===== src/rtl/ysyx_22050039_wb_arbiter.sv =====
// Round-robin arbiter that shares the single GPR write port between the EXU (req0) and the LSU (req1).
// Optional macro YSYX_22050039_WB_FWD_EN forwards the in-flight write onto the decoder read data.
module ysyx_22050039_wb_arbiter #(
  parameter int XLEN    = 64,
  parameter int REG_SEL = 5,
  parameter int NR_REG  = 32
) (
  input  logic               clk,
  input  logic               rst,

  input  logic               req0_valid,
  output logic               req0_ready,
  input  logic [REG_SEL-1:0] req0_rd,
  input  logic [XLEN-1:0]    req0_data,

  input  logic               req1_valid,
  output logic               req1_ready,
  input  logic [REG_SEL-1:0] req1_rd,
  input  logic [XLEN-1:0]    req1_data,

  output logic               wb_wen,
  output logic [REG_SEL-1:0] wb_rd,
  output logic [XLEN-1:0]    wb_data,

  input  logic [REG_SEL-1:0] rs1_addr,
  input  logic [REG_SEL-1:0] rs2_addr,
  input  logic [XLEN-1:0]    rf_rs1_data,
  input  logic [XLEN-1:0]    rf_rs2_data,
  output logic [XLEN-1:0]    rs1_data,
  output logic [XLEN-1:0]    rs2_data,

  output logic               last_grant
);

  if (NR_REG != (1 << REG_SEL)) begin : g_cfg_check
    $error("NR_REG must equal 2**REG_SEL");
  end

  // Handshake: a transfer happens in a cycle where valid && ready are both 1.
  // The requester holds valid/rd/data stable until then; ready is a pure function of
  // this cycle's valids and the round-robin pointer, and never depends on the register heap.
  logic grant0;
  logic grant1;

  always_comb begin
    grant0 = 1'b0;
    grant1 = 1'b0;
    if (!rst) begin
      if (req0_valid && req1_valid) begin
        grant0 = last_grant;
        grant1 = ~last_grant;
      end else begin
        grant0 = req0_valid;
        grant1 = req1_valid;
      end
    end
  end

  assign req0_ready = grant0;
  assign req1_ready = grant1;

  always_ff @(posedge clk) begin
    if (rst) begin
      wb_wen     <= 1'b0;
      wb_rd      <= '0;
      wb_data    <= '0;
      last_grant <= 1'b1;
    end else if (grant0) begin
      wb_wen     <= (req0_rd != '0);
      wb_rd      <= req0_rd;
      wb_data    <= req0_data;
      last_grant <= 1'b0;
    end else if (grant1) begin
      wb_wen     <= (req1_rd != '0);
      wb_rd      <= req1_rd;
      wb_data    <= req1_data;
      last_grant <= 1'b1;
    end else begin
      // rd/data hold so the last write stays observable
      wb_wen     <= 1'b0;
    end
  end

`ifdef YSYX_22050039_WB_FWD_EN
  always_comb begin
    rs1_data = rf_rs1_data;
    rs2_data = rf_rs2_data;
    if (wb_wen && (wb_rd == rs1_addr) && (rs1_addr != '0)) begin
      rs1_data = wb_data;
    end
    if (wb_wen && (wb_rd == rs2_addr) && (rs2_addr != '0)) begin
      rs2_data = wb_data;
    end
  end
`else
  logic unused_rs_addr;
  assign unused_rs_addr = ^{rs1_addr, rs2_addr};
  assign rs1_data = rf_rs1_data;
  assign rs2_data = rf_rs2_data;
`endif

endmodule


===== config.mk =====
export PLATFORM = sky130hd
export DESIGN_NAME = ysyx_22050039_wb_arbiter
export DESIGN_NICKNAME = d
export VERILOG_FILES = /design/src/rtl/ysyx_22050039_wb_arbiter.sv
export SDC_FILE = /design/constraint.sdc
export NUM_CORES = 1
export LEC_CHECK = 0
export CAP_MARGIN = 25
export CORE_AREA = 3 3 185 187
export DETAILED_ROUTE_END_ITERATION = 12
export DIE_AREA = 0 0 188 190
export PLACE_DENSITY = 0.48
export SYNTH_ARGS = -nofsm -noshare
export SYNTH_HDL_FRONTEND = slang
export SYNTH_SLANG_ARGS = --single-unit

===== constraint.sdc =====
create_clock -name clk -period 1.64 [get_ports clk]
set_clock_uncertainty 0.2 [all_clocks]
set_input_delay 0.164 -clock clk [delete_from_list [all_inputs] [get_ports clk]]
set_output_delay 0.164 -clock clk [all_outputs]
set_load 0.005 [all_outputs]

======== Word level (Yosys, flattened, before mapping) ========
Cells that the tools add are included.
word-level totals
  bits in registers ....................... 71
  bits in latches ......................... 0
  bits in writable memories ............... 0
  memory bits (read-only) ................. 0
  output and inout bits ................... 201
  memories kept ........................... 0
operators by class
  add/subtract/negate cells ............... 0
  multiply operators ...................... 0
  div/mod/pow operators ................... 0
  order comparisons ....................... 0
  equal/unequal tests ..................... 0
  shift operators ......................... 0
  muxes and demuxes ....................... 12
  bitwise gates (word level) .............. 1
  reductions and logical operators ........ 4
operators by type and width
  operator            count
  two-way mux 64 bit  2
  two-way mux 5 bit   2
  nonzero test 5 bit  2
  two-way mux 1 bit   8
  nonzero test 2 bit  1
  logical AND 1 bit   1
  NOT 1 bit           1

======== Logic depth before layout (Yosys ltp) ========
  word-level depth ........................ 5
  depth in mapped cells ................... 6
  mapped depth without buffers ............ 3

======== Worst setup path after synthesis ========
No wires, ideal clock.
  kind .................................... register -> register
  start point ............................. register last_grant
  end point ............................... register wb_data[45]
  setup time .............................. 0.122 ns
  arrival time ............................ 1.323 ns
  data required time ...................... 1.318 ns
  slack ................................... -0.005 ns
  cell stages (with the launch flop) ...... 7
  cell sequence ........................... dfxtp_1 -> nand2b_1 -> buf_6 -> and3b_1 -> buf_6 -> buf_6 -> a221o_1
between the ends
  elaborated cells between the ends (all ways) .. 7
RTL lines
  element                                                          line  RTL
  start: declaration                                               32    output logic last_grant
  start signal: assignment                                         67    last_grant <= 1'b1;
  start signal: assignment                                         72    last_grant <= 1'b0;
  start signal: assignment                                         77    last_grant <= 1'b1;
  two-way mux 1 bit *                                              49    if (req0_valid && req1_valid) begin
  two-way mux 1 bit *                                              48    if (!rst) begin
  via req0_ready                                                   12    output logic req0_ready,
  two-way mux 64 bit / nonzero test 2 bit (equally long branches)  -
  end signal: assignment                                           71    wb_data <= req0_data;
  end signal: assignment                                           76    wb_data <= req1_data;
  end: declaration                                                 23    output logic [XLEN-1:0] wb_data,
Mark *: on every way through the listed nets, which the timed path passes. The rest lies on a longest branch.
A chain may end at the register's enable or synchronous reset.

======== Worst setup path in the final report ========
  start point ............................. register last_grant
  end point ............................... register wb_data[32]
between the ends
  cells in the longest elaborated chain, start to end .. 4
  elaborated cells between the ends (all ways) .. 7
RTL lines
  element                       line  RTL
  NOT 1 bit                     51    grant1 = ~last_grant;
  two-way mux 1 bit             49
  two-way mux 1 bit             48
  nonzero test 2 bit (no line)  -
Parallel ways exist; a longest one is shown, timed or not.

==> out/summary.json <==
{
  "layout": {
    "synth_to_layout_area_growth_pct": 58.6,
    "antenna_cells_inserted": 0,
    "filler_cell_count": 3603,
    "area_used_by_multi_input_combinational_logic_um2": 1570,
    "post_layout_nonfiller_instances": 1008,
    "nNetsFinal": 841,
    "layout.area.seq_um2": 1420,
    "layout_cells_sized_above_1_pct": 15.9
  },
  "critical_path": {
    "crit_path_max_fanout": 10,
    "crit-reg2reg-capture": "wb_data[32]",
    "timing.critical_path.arrival_ns": 1.75,
    "endpoint_kind": "flip-flop",
    "r2r_start": "last_grant",
    "ff2ff_setup_slack_ns": -0.09,
    "worst_r2r_path_depth": 5,
    "path_class": "flip-flop to flip-flop",
    "worst-endpoint-required_ns": 1.66,
    "timing.critical_path.from_type": "flip-flop"
  },
  "global_route": {
    "met1_usage_pct": 11.5,
    "grt-busiest-layer": "met2",
    "met2_usage_pct": 18.9,
    "grt.met3_usage_pct": 4.40,
    "grt_antenna_before_repair": 0,
    "aggregate_global_route_resource_usage_pct": 10.8,
    "largest_net_degree_at_the_start_of_global_routing": 40,
    "grt_pass1_wl_mm": 28.5,
    "grt_pass1_vias": 4077,
    "globalRoute.totalOverflow": 0
  },
  "clock_network": {
    "insertion_delay_ns": 0.35,
    "clk_transition_reported_paths_ns": 0.07,
    "clock-sinks": 71,
    "clock-root-buffer": "sky130_fd_sc_hd__clkbuf_16",
    "cts-buffers-inserted": 9,
    "cts_tree": "done",
    "ctsLongestPathBuffers": 2,
    "ctsHtreeMaxLevel": 3
  },
  "synth": {
    "yosysWarningCount": 0,
    "post-synth-top-area-cell": "sky130_fd_sc_hd__dfxtp_1",
    "synthCells": 466,
    "synth.top_cells.by_area": "sky130_fd_sc_hd__dfxtp_1, sky130_fd_sc_hd__buf_4, sky130_fd_sc_hd__a221o_1",
    "synth_largest_type_area_fraction_pct": 33.3,
    "async_flop_share_pct": 0,
    "synth_seq_area_share_pct": 33.3,
    "ys_seq_elements": 71,
    "synth_nets": 746,
    "synth_flop_cell": "sky130_fd_sc_hd__dfxtp_1",
    "synth-edff-count": 0,
    "synthesis.area_per_instance_um2": 9.17,
    "yosys.cell_count.top_type": "sky130_fd_sc_hd__buf_4",
    "synth_top_cells_by_count": "sky130_fd_sc_hd__buf_4, sky130_fd_sc_hd__dfxtp_1, sky130_fd_sc_hd__inv_1",
    "synth_cell_types": 18,
    "synth_area_um2": 4270
  },
  "min_path": {
    "min_to": "wb_wen",
    "min_from": "rst",
    "min_path_type": "input pin to flip-flop",
    "instance_count_along_the_most_critical_hold_path": 4
  },
  "power_and_ir_drop": {
    "cellLeakagePower_nw": 2.68,
    "totalPowerFinal_mw": 5.36,
    "pwr_density_cell_nw_per_um2": 790,
    "power.ir.vdd_worst_uv": 449
  },
  "sta": {
    "setup_viol": 70,
    "worst_path_setup_slack_after_routing_ns": -0.0903,
    "clock.fmax_ghz": 0.578,
    "fin_crit_sh_pct": 106,
    "timing.final.crit_period_ns": 1.73,
    "timing_hold_violations_final": 0,
    "worst_slew_margin_rel_pct": 70.6,
    "timing.final.max_slew_violations": 0,
    "rsz_0062_raised_after_global_routing": "yes",
    "max_slew.worst_pin.slew_ns": 0.430
  },
  "floorplan": {
    "die_height_um": 190,
    "floorplan.core_area_um2": 32600,
    "placement_rows": 66,
    "die_w_um": 188,
    "boundaryPins": 481,
    "die_area_um2": 35700,
    "initial_core_util_pct": 13.1
  },
  "placement": {
    "post_detailed_placement_half_perimeter_wirelength_mm": 15.3,
    "place_inst": 986,
    "port-buffer-count": 214,
    "gpl.final_weighted_congestion": 0.717
  },
  "detailed_routing": {
    "route.final.wire_length_mm": 20.5,
    "antenna_violating_nets_left": 0,
    "dr_total_vias": 3916,
    "first_iter_violations": 127,
    "post_drt_via_cell_ratio": 3.88,
    "drt_first_pass_iters": 5,
    "drt-wirelength-per-cell_um": 20.4,
    "post-route-drc-count": 0
  },
  "outcome": {
    "violations_in_the_final_reports": "negative setup slack",
    "outcome": "complete, but fails checks"
  },
  "flow_run": {
    "max_cap_violations": 0
  }
}
## power breakdown
group	switching (mW)	internal [mW]
clock network	0.893	1.18
registers	0.0920	1.88
logic	0.490	0.815
## sequential cells by signal (all words and copies together) (netlist names)
| name | cells |
|---|---|
| wb_data | 64 |
| wb_rd | 5 |
| wb_wen | 1 |
| last_grant | 1 |
## repair_timing
item                       in CTS  in global routing
hold buffers                    0                  0
cloned                          2                  1
gates resized for setup        64                 42
pin swaps                       8                  0
buffers inserted                2                  1
setup endpoints to repair      81                 79
## layout by cell type (no fill, tap or decap), types with 3 or more instances in the layout
cell type	netlist	routed
sky130_fd_sc_hd__a2111oi_0	69	43
sky130_fd_sc_hd__buf_6	9	5
sky130_fd_sc_hd__dlymetal6s2s_1	0	8
sky130_fd_sc_hd__a2111oi_1	0	7
sky130_fd_sc_hd__dfxtp_1	71	69
sky130_fd_sc_hd__a2111oi_4	0	3
sky130_fd_sc_hd__buf_12	0	6
sky130_fd_sc_hd__buf_4	129	27
sky130_fd_sc_hd__buf_2	3	3
sky130_fd_sc_hd__clkbuf_16	0	10
sky130_fd_sc_hd__buf_16	0	4
sky130_fd_sc_hd__inv_1	70	69
sky130_fd_sc_hd__clkdlybuf4s50_1	0	192
sky130_fd_sc_hd__a221o_1	69	69
sky130_fd_sc_hd__a2111oi_2	0	16
sky130_fd_sc_hd__dlygate4sd2_1	0	10
## layer usage
layer / wire length, um / part of all wire (%)
met5: 0 / 0
met4: 614 / 3.0
met3: 1820 / 8.8
met2: 10400 / 51
met1: 7680 / 37
## how the worst max path moves through the flow
stage,to,cells after the start,from
6_report,wb_data[32],5,last_grant
5_1_grt,req1_ready,4,last_grant
4_1_cts,wb_data[30],5,last_grant
3_5_place_dp,wb_data[7],7,req1_valid
3_3_place_gp,wb_data[7],7,req1_valid
2_1_floorplan,wb_data[45],6,last_grant
## layout make-up
| type | instances | share of cell area, % |
|---|---|---|
| Clock buffer | 9 | 3.32 |
| Inverter | 70 | 3.88 |
| Multi-Input combinational cell | 151 | 23.2 |
| Sequential cell | 71 | 21.0 |
| Timing Repair Buffer | 258 | 39.4 |
| Tap cell | 442 | 8.16 |
| Clock inverter | 7 | 1.07 |
## stage by stage
stage                     utilization (%)  hold slack (ns)  instance area [um2]  setup TNS [ns]  setup slack [ns]
after floorplan                         -            0.104                 4280               0            0.0103
after global placement               18.6            0.128                 6080          -39.95            -0.767
after detailed placement             18.6            0.128                 6080          -39.20            -0.781
after CTS                            20.1            0.128                 6560           -5.19            -0.116
after global routing                 20.8            0.128                 6780           -6.89            -0.144
final                                20.8            0.109                 6780           -3.90           -0.0903
## cells by family (layout without fill, tap and decap cells)
| family | count (synthesis) | after routing | share of synthesized area [%] |
|---|---|---|---|
| buffers and inverters | 244 | 344 | 34.4 |
| AOI/OAI and AO/OA | 140 | 140 | 30.7 |
| DFF | 71 | 71 | 33.3 |
| and+or+nand+nor | 11 | 11 | 1.55 |
## worst max-delay path, cell delays in order, from the launching register on
cell and delay [ns]:
sky130_fd_sc_hd__dfxtp_2 0.35, sky130_fd_sc_hd__nand2b_4 0.16, sky130_fd_sc_hd__and3b_4 0.20, sky130_fd_sc_hd__buf_12 0.17
sky130_fd_sc_hd__buf_16 0.16, sky130_fd_sc_hd__a221o_1 0.35
No activity file was read; power rests on OpenSTA's default activity.
